[config.mk]
export PLATFORM = sky130hd
export DESIGN_NAME = pipeline_ctrl_flat
export DESIGN_NICKNAME = d
export VERILOG_FILES = /design/src/rtl/pipeline_ctrl_if.sv /design/src/rtl/pipeline_ctrl.sv /design/src/flat_wrapper.sv
export SDC_FILE = /design/constraint.sdc
export NUM_CORES = 1
export LEC_CHECK = 0
export BUFFER_PORTS_ARGS = -buffer_cell sky130_fd_sc_hd__buf_2
export CORE_MARGIN = 2
export CORE_UTILIZATION = 39
export CTS_CLUSTER_DIAMETER = 120
export DETAILED_ROUTE_END_ITERATION = 10
export HOLD_SLACK_MARGIN = 0.03
export PLACE_DENSITY = 0.8
export SYNTH_ARGS = -nofsm -noshare
export SYNTH_HDL_FRONTEND = slang
export SYNTH_SLANG_ARGS = --single-unit
[constraint.sdc]
create_clock -name CLK -period 1.1 [get_ports CLK]
set_input_delay 0.055 -clock CLK [delete_from_list [all_inputs] [get_ports CLK]]
set_output_delay 0.055 -clock CLK [all_outputs]
set_load 0.01 [all_outputs]
[src/rtl/pipeline_ctrl_if.sv]
// Hazard inputs and latch/PC controls exchanged between pipeline_ctrl and the datapath.
// Defining PIPE_PERF_EN adds the stall_cnt/flush_cnt performance counters.
interface pipeline_ctrl_if
`ifdef PIPE_PERF_EN
   #(parameter int CNT_W = 32)
`endif
   ;

   logic       ihit;
   logic       dhit;
   logic       dmem_req_MEM;
   logic       halt_MEM;
   logic       redirect_MEM;
   logic       memtoReg_EX;
   logic       RegWr_EX;
   logic [4:0] rt_EX;
   logic [4:0] rs_ID;
   logic [4:0] rt_ID;

   logic       pc_en;
   logic       ifid_enable;
   logic       ifid_flush;
   logic       idex_enable;
   logic       idex_flush;
   logic       exmem_enable;
   logic       exmem_flush;
   logic       memwb_enable;
   logic       memwb_flush;
   logic       halted;
   logic       mem_timeout;
   logic [1:0] ctrl_state;

`ifdef PIPE_PERF_EN
   logic [CNT_W-1:0] stall_cnt;
   logic [CNT_W-1:0] flush_cnt;
`endif

   // Controller side.
   modport master (
      input  ihit, dhit, dmem_req_MEM, halt_MEM, redirect_MEM,
             memtoReg_EX, RegWr_EX, rt_EX, rs_ID, rt_ID,
      output pc_en, ifid_enable, ifid_flush, idex_enable, idex_flush,
             exmem_enable, exmem_flush, memwb_enable, memwb_flush,
             halted, mem_timeout, ctrl_state
`ifdef PIPE_PERF_EN
      , output stall_cnt, flush_cnt
`endif
   );

   // Datapath side.
   modport slave (
      output ihit, dhit, dmem_req_MEM, halt_MEM, redirect_MEM,
             memtoReg_EX, RegWr_EX, rt_EX, rs_ID, rt_ID,
      input  pc_en, ifid_enable, ifid_flush, idex_enable, idex_flush,
             exmem_enable, exmem_flush, memwb_enable, memwb_flush,
             halted, mem_timeout, ctrl_state
`ifdef PIPE_PERF_EN
      , input stall_cnt, flush_cnt
`endif
   );

endinterface

[src/rtl/pipeline_ctrl.sv]
// Hazard and sequencing controller for the 5-stage MIPS pipeline (RUN / DWAIT / HALT).
// Optional PIPE_PERF_EN adds stall and redirect-flush performance counters.
module pipeline_ctrl #(
   parameter int DWAIT_MAX = 64
`ifdef PIPE_PERF_EN
   , parameter int CNT_W = 32
`endif
) (
   input logic             CLK,
   input logic             RST,
   pipeline_ctrl_if.master bus
);

   typedef enum logic [1:0] {
      RUN   = 2'd0,
      DWAIT = 2'd1,
      HALT  = 2'd2
   } ctrlState_t;

   localparam int                WAIT_W     = $clog2(DWAIT_MAX + 1);
   localparam logic [WAIT_W-1:0] WAIT_LIMIT = WAIT_W'(DWAIT_MAX);

   ctrlState_t        state;
   ctrlState_t        nextState;
   logic [WAIT_W-1:0] waitCnt;
   logic              haltedQ;
   logic              timeoutQ;

   logic loadUse;
   logic memStall;
   logic takeHalt;
   logic takeRedirect;
   logic takeLoadUse;
   logic takeFetch;

   logic pcEn;
   logic ifidEn;
   logic ifidFl;
   logic idexEn;
   logic idexFl;
   logic exmemEn;
   logic exmemFl;
   logic memwbEn;
   logic memwbFl;

   assign loadUse = bus.memtoReg_EX & bus.RegWr_EX & (bus.rt_EX != 5'd0) &
                    ((bus.rt_EX == bus.rs_ID) | (bus.rt_EX == bus.rt_ID));

   // Once waiting, only dhit releases the stall; dmem_req_MEM is no longer consulted.
   assign memStall = (state == DWAIT) ? ~bus.dhit : (bus.dmem_req_MEM & ~bus.dhit);

   assign takeHalt     = ~memStall & bus.halt_MEM;
   assign takeRedirect = ~memStall & ~bus.halt_MEM & bus.redirect_MEM;
   assign takeLoadUse  = ~memStall & ~bus.halt_MEM & ~bus.redirect_MEM & loadUse;
   assign takeFetch    = ~memStall & ~bus.halt_MEM & ~bus.redirect_MEM & ~loadUse & ~bus.ihit;

   always_ff @(posedge CLK) begin
      // NOTE: sequential state uses non-blocking assignments so every register samples pre-edge values.
      if (RST) begin
         state <= RUN;
      end else begin
         state <= nextState;
      end
   end

   always_comb begin
      nextState = state;
      if (state != HALT) begin
         if (memStall) begin
            nextState = DWAIT;
         end else if (bus.halt_MEM) begin
            nextState = HALT;
         end else begin
            nextState = RUN;
         end
      end
   end

   // A latch being flushed or advancing is enabled; only a held latch drops its enable.
   always_comb begin
      // NOTE: every output gets a default first so no path through the chain infers a latch.
      pcEn    = 1'b0;
      ifidEn  = 1'b1;
      ifidFl  = 1'b0;
      idexEn  = 1'b1;
      idexFl  = 1'b0;
      exmemEn = 1'b1;
      exmemFl = 1'b0;
      memwbEn = 1'b1;
      memwbFl = 1'b0;
      if (RST) begin
         ifidFl  = 1'b1;
         idexFl  = 1'b1;
         exmemFl = 1'b1;
         memwbFl = 1'b1;
      end else if (state == HALT) begin
         ifidEn  = 1'b0;
         idexEn  = 1'b0;
         exmemEn = 1'b0;
         memwbEn = 1'b0;
      end else if (memStall) begin
         ifidEn  = 1'b0;
         idexEn  = 1'b0;
         exmemEn = 1'b0;
         memwbFl = 1'b1;
      end else if (takeHalt) begin
         ifidFl  = 1'b1;
         idexFl  = 1'b1;
         exmemFl = 1'b1;
      end else if (takeRedirect) begin
         pcEn    = 1'b1;
         ifidFl  = 1'b1;
         idexFl  = 1'b1;
         exmemFl = 1'b1;
      end else if (takeLoadUse) begin
         ifidEn  = 1'b0;
         idexFl  = 1'b1;
      end else if (takeFetch) begin
         ifidFl  = 1'b1;
      end else begin
         pcEn    = 1'b1;
      end
   end

   // Watchdog counts DWAIT cycles without dhit; timeout flags as the count reaches DWAIT_MAX.
   always_ff @(posedge CLK) begin
      if (RST) begin
         waitCnt  <= '0;
         haltedQ  <= 1'b0;
         timeoutQ <= 1'b0;
      end else begin
         if (state == DWAIT && !bus.dhit) begin
            if (waitCnt != WAIT_LIMIT) begin
               waitCnt <= waitCnt + 1'b1;
            end
            if (waitCnt >= WAIT_LIMIT - 1'b1) begin
               timeoutQ <= 1'b1;
            end
         end else begin
            waitCnt <= '0;
         end
         if (nextState == HALT) begin
            haltedQ <= 1'b1;
         end
      end
   end

`ifdef PIPE_PERF_EN
   logic [CNT_W-1:0] stallCnt;
   logic [CNT_W-1:0] flushCnt;

   always_ff @(posedge CLK) begin
      if (RST) begin
         stallCnt <= '0;
         flushCnt <= '0;
      end else if (state != HALT) begin
         if (!pcEn) begin
            stallCnt <= stallCnt + 1'b1;
         end
         if (takeRedirect) begin
            flushCnt <= flushCnt + 1'b1;
         end
      end
   end

   assign bus.stall_cnt = stallCnt;
   assign bus.flush_cnt = flushCnt;
`endif

   assign bus.pc_en        = pcEn;
   assign bus.ifid_enable  = ifidEn;
   assign bus.ifid_flush   = ifidFl;
   assign bus.idex_enable  = idexEn;
   assign bus.idex_flush   = idexFl;
   assign bus.exmem_enable = exmemEn;
   assign bus.exmem_flush  = exmemFl;
   assign bus.memwb_enable = memwbEn;
   assign bus.memwb_flush  = memwbFl;
   assign bus.halted       = haltedQ;
   assign bus.mem_timeout  = timeoutQ;
   assign bus.ctrl_state   = state;

endmodule
[src/flat_wrapper.sv]
// flat-port wrapper written by rule: the top's interface ports become plain ports
module pipeline_ctrl_flat 
#(
   parameter int DWAIT_MAX = 64

)
  (CLK, RST, bus_ihit, bus_dhit, bus_dmem_req_MEM, bus_halt_MEM, bus_redirect_MEM, bus_memtoReg_EX, bus_RegWr_EX, bus_rt_EX, bus_rs_ID, bus_rt_ID, bus_pc_en, bus_ifid_enable, bus_ifid_flush, bus_idex_enable, bus_idex_flush, bus_exmem_enable, bus_exmem_flush, bus_memwb_enable, bus_memwb_flush, bus_halted, bus_mem_timeout, bus_ctrl_state);
  pipeline_ctrl_if bus_i ();
  input logic CLK;
  input logic RST;
  input wire logic [$bits(bus_i.ihit)-1:0] bus_ihit;
  input wire logic [$bits(bus_i.dhit)-1:0] bus_dhit;
  input wire logic [$bits(bus_i.dmem_req_MEM)-1:0] bus_dmem_req_MEM;
  input wire logic [$bits(bus_i.halt_MEM)-1:0] bus_halt_MEM;
  input wire logic [$bits(bus_i.redirect_MEM)-1:0] bus_redirect_MEM;
  input wire logic [$bits(bus_i.memtoReg_EX)-1:0] bus_memtoReg_EX;
  input wire logic [$bits(bus_i.RegWr_EX)-1:0] bus_RegWr_EX;
  input wire logic [$bits(bus_i.rt_EX)-1:0] bus_rt_EX;
  input wire logic [$bits(bus_i.rs_ID)-1:0] bus_rs_ID;
  input wire logic [$bits(bus_i.rt_ID)-1:0] bus_rt_ID;
  output wire logic [$bits(bus_i.pc_en)-1:0] bus_pc_en;
  output wire logic [$bits(bus_i.ifid_enable)-1:0] bus_ifid_enable;
  output wire logic [$bits(bus_i.ifid_flush)-1:0] bus_ifid_flush;
  output wire logic [$bits(bus_i.idex_enable)-1:0] bus_idex_enable;
  output wire logic [$bits(bus_i.idex_flush)-1:0] bus_idex_flush;
  output wire logic [$bits(bus_i.exmem_enable)-1:0] bus_exmem_enable;
  output wire logic [$bits(bus_i.exmem_flush)-1:0] bus_exmem_flush;
  output wire logic [$bits(bus_i.memwb_enable)-1:0] bus_memwb_enable;
  output wire logic [$bits(bus_i.memwb_flush)-1:0] bus_memwb_flush;
  output wire logic [$bits(bus_i.halted)-1:0] bus_halted;
  output wire logic [$bits(bus_i.mem_timeout)-1:0] bus_mem_timeout;
  output wire logic [$bits(bus_i.ctrl_state)-1:0] bus_ctrl_state;
  assign bus_i.ihit = bus_ihit;
  assign bus_i.dhit = bus_dhit;
  assign bus_i.dmem_req_MEM = bus_dmem_req_MEM;
  assign bus_i.halt_MEM = bus_halt_MEM;
  assign bus_i.redirect_MEM = bus_redirect_MEM;
  assign bus_i.memtoReg_EX = bus_memtoReg_EX;
  assign bus_i.RegWr_EX = bus_RegWr_EX;
  assign bus_i.rt_EX = bus_rt_EX;
  assign bus_i.rs_ID = bus_rs_ID;
  assign bus_i.rt_ID = bus_rt_ID;
  assign bus_pc_en = bus_i.pc_en;
  assign bus_ifid_enable = bus_i.ifid_enable;
  assign bus_ifid_flush = bus_i.ifid_flush;
  assign bus_idex_enable = bus_i.idex_enable;
  assign bus_idex_flush = bus_i.idex_flush;
  assign bus_exmem_enable = bus_i.exmem_enable;
  assign bus_exmem_flush = bus_i.exmem_flush;
  assign bus_memwb_enable = bus_i.memwb_enable;
  assign bus_memwb_flush = bus_i.memwb_flush;
  assign bus_halted = bus_i.halted;
  assign bus_mem_timeout = bus_i.mem_timeout;
  assign bus_ctrl_state = bus_i.ctrl_state;
  pipeline_ctrl #(.DWAIT_MAX(DWAIT_MAX)) u_core (.CLK(CLK), .RST(RST), .bus(bus_i));
endmodule
==> run_results.csv, run 1 <==
group,metric,value,unit
place,place_congestion,0.728,
route,wirelength,2190,µm
clocking,cts_hold_buffers,0,
route,num_vias,858,
timing,worst_slew_pin_slew,0.283,ns
route,ant_nets,0,
hold_path,hold_start,"bus_halt_MEM",
global_routing,antenna_found_initial,0,
worst_setup_path,worstSetupPathType,"flip-flop to primary output",
timing,finalSetupViolCount,18,
clocking,cts_inserted_buffers,3,
global_routing,grt.busiest_layer,"met2",
global_routing,grt_pass1_vias,820,
floorplan,fp-row-count,15,
floorplan,die_area,2170,µm²
synthesis,syn_area_per_cell,7.85,µm²
clocking,clockBufferDepth,2,
power,leakage,0.579,nW
route,via_per_inst,4.90,
route,wire_per_inst,12.5,µm
synthesis,yosys_warnings,0,
route,drt_iter0_drc,11,
worst_setup_path,r2r_start,"u_core.bus.ctrl_state[1]$_SDFF_PP0_",
worst_setup_path,end_kind,"primary output",
layout,final_core_util,0.772,
timing,skew,0.00256,ns
place,port_buffers,36,
floorplan,die_x,46.6,µm
run_status,violations,"negative setup slack",
worst_setup_path,cp-start-kind,"flip-flop",
timing,min_period,1.44,ns
timing,fmax,0.696,GHz
clocking,cts_tree,"done",
hold_path,hp-class,"input port to flip-flop",
worst_setup_path,reg2reg_setup_slack,-0.06,ns
timing,slew_violations,0,
global_routing,grt_pass1_wl,3170,µm
layout,fillers,122,
global_routing,grt_remaining_overflow,0,
synthesis,synthArstFlopShare,0,
timing,relSlewSlack,0.811,
synthesis,synth_edf_count,0,
floorplan,initial_core_util,0.414,
synthesis,ys_seq_area_frac,0.312,
floorplan,die_y,46.6,µm
global_routing,grt_max_degree,10,
layout,final_cell_mix,"35 x buf_2, 14 x buf_4, 12 x xor2_1, 12 x nor2_1, 9 x buf_6",
worst_setup_path,endpoint,"bus_idex_flush",
worst_setup_path,startpoint,"u_core.bus.ctrl_state[1]$_SDFF_PP0_",
global_routing,gr-usage-met2,0.419,
global_routing,use_met1,0.200,
floorplan,core-area,1710,µm²
global_routing,grt_usage,0.211,
floorplan,io_pins,37,
synthesis,synth_nets,116,
run_status,status,"finished, violations left",
synthesis,synth_area,707,µm²
worst_setup_path,cp_data_arrival_time,1.38,ns
timing,fin_crit_sh,1.31,
layout,area.growth.synth_to_final,86.5,%
route,firstDrtPassIters,4,
timing,timing.hold.ws,0.0556,ns
clocking,clk_latency,0.27,ns
place,hpwl,1580,µm
power,powerDensity,758,nW/µm²
synthesis,synthCells,90,
layout,final_common_cell,"buf_2",
clocking,clk_pin_slew,0.07,ns
synthesis,synth-seq-cells,11,
worst_setup_path,cp.required,1.04,ns
route,post-route-drc-count,0,
timing,finalHoldViolCount,0,
synthesis,synthDistinctLibCells,27,
timing,rsz0062_at_grt,"true",
clocking,htreeDepth,1,
clocking,cts-root-buf,"clkbuf_4",
power,vdd_drop_max,0.408,mV
worst_setup_path,rr_endpoint,"u_core.waitCnt[4]$_SDFFE_PP0P_",
global_routing,grtUsageMet3,0.0353,
layout,nNetsFinal,177,
run,max_cap_violations,0,
synthesis,ys.flop_type,"dfxtp_1",
layout,drive_gt1_frac,0.660,
timing,worst_slack,-0.336,ns
layout,n_antenna_cell,0,
clocking,cts.sinks,11,
worst_setup_path,r2r_cells,4,
worst_setup_path,critPathMaxFanout,3,
## through the flow
step / TNS, ns / std cells / cell area (µm²) / power (mW) / setup slack (ns)
3_5_place_dp: -1.66 / 168 / 1100 / 0.685 / -0.226
3_3_place_gp: -1.15 / 168 / 1100 / 0.675 / -0.209
2_1_floorplan: -0.116 / 90 / 758 / 0.554 / -0.0302
6_report: -2.74 / 175 / 1320 / 1.00 / -0.336
4_1_cts: -2.92 / 175 / 1240 / 0.997 / -0.349
5_1_grt: -3.72 / 175 / 1320 / 1.05 / -0.403
## synth_stat cells, types with 2 or more instances
cell type	n	area (µm²)
nor4_1	2	12.5
nor3_1	5	25.0
o21ai_1	2	10.0
ha_1	2	25.0
dfxtp_1	11	220
xnor2_1	2	17.5
nand2b_1	3	18.8
a21oi_1	4	20.0
a21o_1	2	15.0
inv_1	5	18.8
nand3_1	5	25.0
nor2_1	19	71.3
xor2_1	14	123
## cell type report
type / instances / area [µm²] / share of cell area
repair buffers: 58 / 382 / 0.289
flip-flops and latches: 11 / 233 / 0.176
inverters: 5 / 18.8 / 0.0142
well taps: 25 / 31.3 / 0.0237
clock buffers: 4 / 26.3 / 0.0199
multi-input cells: 72 / 628 / 0.476
## kinds of logic (layout without fill, tap and decap cells)
kind of cell	after synthesis	after routing	share of synthesized area
AO/OA/AOI/OAI	15	15	0.145
XOR/XNOR	16	16	0.198
adder cells (fa/ha/maj)	2	2	0.0354
buffers and inverters	7	67	0.0425
flip-flops	11	11	0.312
AND/OR/NAND/NOR	39	39	0.267
## registers in the layout, indices dropped and copies added (netlist names)
name                    count
u_core.waitCnt              7
u_core.bus.mem_timeout      1
u_core.bus.ctrl_state       2
u_core.bus.halted           1
## worst min path at each step
| stage | to | slack [ns] | cells past startpoint |
|---|---|---|---|
| global placement | u_core.bus.ctrl_state[1]$_SDFF_PP0_ | 0.32 | 3 |
| CTS | u_core.bus.ctrl_state[1]$_SDFF_PP0_ | 0.05 | 3 |
| finish | u_core.bus.ctrl_state[1]$_SDFF_PP0_ | 0.06 | 3 |
| global route | u_core.bus.ctrl_state[1]$_SDFF_PP0_ | 0.07 | 3 |
| floorplan | u_core.bus.ctrl_state[1]$_SDFF_PP0_ | 0.18 | 2 |
| detailed placement | u_core.bus.ctrl_state[1]$_SDFF_PP0_ | 0.33 | 3 |
## timing repair
action / CTS / global route
pin swaps: 11 / 6
buffers inserted: 3 / 0
gates resized for setup: 25 / 16
cloned: 0 / 0
endpoints found under the setup margin: 18 / 20
## power breakdown
part           total, mW  internal [mW]  switching, mW
Clock              0.282          0.141          0.142
Combinational      0.306          0.161          0.145
Sequential         0.412          0.405        0.00667
## layer usage
metal | up-vias | part of all wire
li1 | 425 | -
met1 | 400 | 0.34
met2 | 31 | 0.60
met3 | 2 | 0.048
met4 | 0 | 0.0064
met5 | - | 0
## critical path: stages, from the launching register on
cell	delay, ns
dfxtp_2	0.32
nand2b_4	0.15
a21oi_4	0.16
nor2_2	0.05
nor2_2	0.12
inv_2	0.06
and2_4	0.14
buf_6	0.11
Note: power is estimated with default switching activity, not from simulation.
==> run 2, diff against run 1 <==
- CORE_UTILIZATION: 39 -> 43
- PLACE_DENSITY: 0.8 -> 0.84
- clock period: 1.1 -> 1.6 ns (I/O delays scaled with it)
==> run_results.csv, run 2 (synthesis results as in run 1) <==
group,metric,value,unit
clocking,clk_latency,0.27,ns
route,num_vias,730,
global_routing,grt_usage,0.164,
timing,fmax,0.660,GHz
layout,nNetsFinal,158,
run_status,status,"complete, no violations",
worst_setup_path,worstSetupPathType,"flip-flop to primary output",
global_routing,grt_pass1_vias,638,
timing,worst_slew_pin_slew,0.393,ns
clocking,cts_inserted_buffers,3,
layout,regArea,223,µm²
layout,top_register,"u_core.waitCnt",
layout,largest_reg_flops,7,
layout,area.growth.synth_to_final,38.1,%
timing,finalSetupViolCount,0,
route,firstDrtPassIters,4,
global_routing,grt_max_degree,10,
layout,fillers,133,
floorplan,die_area,1980,µm²
layout,multi_input_area,485,µm²
layout,final_common_cell,"buf_2",
global_routing,antenna_found_initial,0,
layout,final_core_util,0.640,
worst_setup_path,cp_data_arrival_time,1.44,ns
hold_path,hp-class,"input port to flip-flop",
floorplan,initial_core_util,0.464,
timing,fin_crit_sh,0.947,
route,drt_iter0_drc,10,
timing,relSlewSlack,0.736,
floorplan,die_y,44.5,µm
place,hpwl,1220,µm
timing,slew_violations,0,
worst_setup_path,cp-start-kind,"flip-flop",
clocking,cts-root-buf,"clkbuf_4",
layout,drive_gt1_frac,0.389,
power,vdd_drop_max,0.293,mV
floorplan,core-area,1520,µm²
timing,finalHoldViolCount,0,
layout,final_cell_mix,"36 x buf_2, 18 x nor2_1, 14 x xor2_1, 9 x dfxtp_1",
clocking,cts.sinks,11,
run,max_cap_violations,0,
power,powerDensity,652,nW/µm²
worst_setup_path,end_kind,"primary output",
route,wirelength,1530,µm
timing,skew,0.00112,ns
worst_setup_path,cp.required,1.52,ns
layout,fin_cells,147,
timing,min_period,1.52,ns
power,leakage,0.435,nW
global_routing,grt_remaining_overflow,0,
route,post-route-drc-count,0,
clocking,cts_tree,"done",
route,via_per_inst,4.97,
floorplan,fp-row-count,14,
route,ant_nets,0,
clocking,clk_pin_slew,0.07,ns
clocking,clockBufferDepth,2,
floorplan,io_pins,37,
place,port_buffers,36,
clocking,htreeDepth,1,
place,place_congestion,0.788,
timing,rsz0062_at_grt,"true",
global_routing,grt_pass1_wl,2420,µm
route,wire_per_inst,10.4,µm
layout,n_antenna_cell,0,
worst_setup_path,critPathMaxFanout,3,
power,p_total,0.636,mW
floorplan,die_x,44.5,µm
place,dp.cells,141,
run 2: changes by cell type in the layout (fill, tap and decap cells not counted), sizes merged:
cell | before | now
buf | 58 | 39
run 2: critical path, stage by stage (launching register included):
cell and delay (ns):
dfxtp_2 0.34, nand2b_4 0.13, a21oi_2 0.06, buf_4 0.14, nor4_4 0.18, o21ai_1 0.09
nor2_1 0.09, buf_2 0.13
run 2: cell type report:
class | count | share of cell area
well taps | 16 | 0.0205
inverters | 5 | 0.0192
repair buffers | 39 | 0.208
multi-input cells | 72 | 0.497
flip-flops and latches | 11 | 0.228
clock buffers | 4 | 0.0269
run 2: routing by layer:
layer	routed length [µm]	track usage
met1	612	0.169
met2	780	0.304
met3	123	0.0531
met4	8	0.0545
met5	0	0
run 2: final timing paths:
check,startpoint,to,slack (ns),cells after the start
worst max-delay path,u_core.bus.ctrl_state[1]$_SDFF_PP0_,bus_pc_en,0.08,7
worst min-delay path,RST,u_core.bus.halted$_SDFFE_PP0N_,0.10,2
worst max register to register,u_core.bus.ctrl_state[1]$_SDFF_PP0_,u_core.waitCnt[3]$_SDFFE_PP0P_,0.32,4
worst min register to register,u_core.bus.halted$_SDFFE_PP0N_,u_core.bus.halted$_SDFFE_PP0N_,0.48,2
run 2: through the flow:
step,hold slack (ns),setup TNS [ns],instance area (µm²),worst slack (ns)
after floorplan,0.201,0,707,0.280
after global placement,0.344,0,903,0.157
after detailed placement,0.345,0,903,0.151
after CTS,0.0608,0,951,0.0312
after global routing,0.117,-0.0436,976,-0.0268
final,0.104,0,976,0.0842
run 2: power breakdown:
part | total (mW) | switching [mW] | internal (mW)
Sequential | 0.285 | 0.00504 | 0.280
Clock | 0.192 | 0.0958 | 0.0966
Combinational | 0.158 | 0.0810 | 0.0770
Total | 0.636 | 0.182 | 0.454
run 2: timing repair:
item	CTS	global route
setup buffers	1	1
gates resized for setup	3	5
hold buffers	0	0
endpoints found under the setup margin	6	2
pin swaps	2	1
==> run 3, diff against run 2 <==
- CORE_UTILIZATION: 43 -> 45
- CTS_BUF_LIST: default -> sky130_fd_sc_hd__clkbuf_4
- PLACE_DENSITY: 0.84 -> 0.87
==> run_results.csv, run 3 (synthesis results as in run 1) <==
group,metric,value,unit
run_status,status,"complete, no violations",
worst_setup_path,reg2reg_setup_slack,0.32,ns
global_routing,grt_remaining_overflow,0,
layout,final_cell_mix,"36 x buf_2, 17 x nor2_1, 14 x xor2_1, 10 x dfxtp_1",
worst_setup_path,endpoint,"bus_pc_en",
place,dp.cells,141,
floorplan,initial_core_util,0.475,
global_routing,antenna_found_initial,0,
layout,n_antenna_cell,0,
place,place_congestion,0.794,
power,powerDensity,663,nW/µm²
route,firstDrtPassIters,4,
clocking,cts_tree,"done",
floorplan,die_area,1900,µm²
worst_setup_path,cp_data_arrival_time,1.47,ns
place,placed_area,903,µm²
floorplan,core-area,1490,µm²
place,port_buffers,36,
clocking,cts.sinks,11,
clocking,clk_latency,0.25,ns
timing,fin_crit_sh,0.967,
route,wire_per_inst,12.4,µm
run,max_cap_violations,0,
timing,slew_violations,0,
timing,min_period,1.55,ns
layout,largest_reg_flops,7,
hold_path,hp-class,"input port to flip-flop",
timing,finalSetupViolCount,0,
timing,finalHoldViolCount,0,
worst_setup_path,critPathMaxFanout,3,
route,via_per_inst,5.23,
clocking,clockBufferDepth,2,
clocking,htreeDepth,1,
layout,final_common_cell,"buf_2",
worst_setup_path,cp.required,1.52,ns
layout,drive_gt1_frac,0.385,
clocking,clk_pin_slew,0.07,ns
clocking,cts-root-buf,"clkbuf_4",
layout,final_core_util,0.649,
route,num_vias,763,
place,preCtsSetupSlack,0.134,ns
power,vdd_drop_max,0.360,mV
layout,fillers,121,
floorplan,fp-row-count,14,
route,wirelength,1810,µm
floorplan,die_x,43.6,µm
worst_setup_path,cp-start-kind,"flip-flop",
route,drt_iter0_drc,19,
timing,timing.hold.ws,0.0957,ns
route,ant_nets,0,
layout,nNetsFinal,157,
floorplan,io_pins,37,
timing,skew,0.00309,ns
layout,top_register,"u_core.waitCnt",
layout,post-route-cell-area,966,µm²
worst_setup_path,r2r_cells,4,
worst_setup_path,worstSetupPathType,"flip-flop to primary output",
global_routing,grt_usage,0.198,
layout,fin_cells,146,
timing,relSlewSlack,0.722,
place,hpwl,1430,µm
clocking,cts_inserted_buffers,3,
route,post-route-drc-count,0,
floorplan,die_y,43.6,µm
timing,worst_slack,0.0524,ns
worst_setup_path,r2r_start,"u_core.bus.ctrl_state[1]$_SDFF_PP0_",
timing,worst_slew_pin_slew,0.414,ns
worst_setup_path,rr_endpoint,"u_core.waitCnt[4]$_SDFFE_PP0P_",
global_routing,grt_max_degree,10,
worst_setup_path,end_kind,"primary output",
layout,area.growth.synth_to_final,36.6,%
timing,fmax,0.646,GHz
worst_setup_path,startpoint,"u_core.bus.ctrl_state[1]$_SDFF_PP0_",
global_routing,grt_pass1_vias,779,
global_routing,grt_pass1_wl,2880,µm
power,leakage,0.433,nW
run 3: worst min-delay path by stage:
stage                 start                             endpoint  slack (ns)  cells after the start
4_1_cts        bus_halt_MEM  u_core.bus.ctrl_state[1]$_SDFF_PP0_        0.08                      3
2_1_floorplan  bus_halt_MEM  u_core.bus.ctrl_state[1]$_SDFF_PP0_        0.20                      2
6_report       bus_halt_MEM  u_core.bus.ctrl_state[1]$_SDFF_PP0_         0.1                      3
3_5_place_dp   bus_halt_MEM  u_core.bus.ctrl_state[1]$_SDFF_PP0_        0.35                      3
3_3_place_gp   bus_halt_MEM  u_core.bus.ctrl_state[1]$_SDFF_PP0_        0.34                      3
5_1_grt        bus_halt_MEM  u_core.bus.ctrl_state[1]$_SDFF_PP0_        0.09                      3
run 3: stage by stage:
step | setup TNS [ns] | power [mW]
floorplan | 0 | 0.367
global placement | 0 | 0.431
detailed placement | 0 | 0.439
CTS | 0 | 0.637
global route | -0.0554 | 0.674
finish | 0 | 0.641
run 3: metal layers:
| metal | global-route usage | vias to the layer above | wire length (µm) |
|---|---|---|---|
| met4 | 0.103 | 0 | 39 |
| met3 | 0.0292 | 4 | 106 |
| met2 | 0.394 | 36 | 987 |
| met5 | 0 | - | 0 |
| met1 | 0.189 | 340 | 675 |
| li1 | - | 383 | - |
run 3: critical path, cell delays in order (launching register included):
cell	delay (ns)
dfxtp_1	0.36
nand2b_4	0.16
a21oi_4	0.07
nor4_1	0.24
o21ai_1	0.11
nor2_1	0.12
buf_2	0.15
run 3: area by class of cell:
type | instances | area [µm²] | share of cell area
timing repair buffer | 38 | 195 | 0.202
multi-input combinational | 72 | 480 | 0.497
sequential | 11 | 221 | 0.229
tap | 16 | 20.0 | 0.0207
clock buffer | 4 | 30.0 | 0.0311
inverter | 5 | 18.8 | 0.0194
run 3: timing repair:
action	4_1_cts	5_1_grt
endpoints found under the hold margin	0	0
setup endpoints to repair	1	5
buffers inserted	0	1
resized for setup	2	5
hold buffers	0	0
pin swaps	0	2
run 3: report_power, final:
group          internal [mW]  switching (mW)  total (mW)
sequential             0.280         0.00554       0.286
combinational         0.0751          0.0853       0.160
clock                  0.113          0.0818       0.195
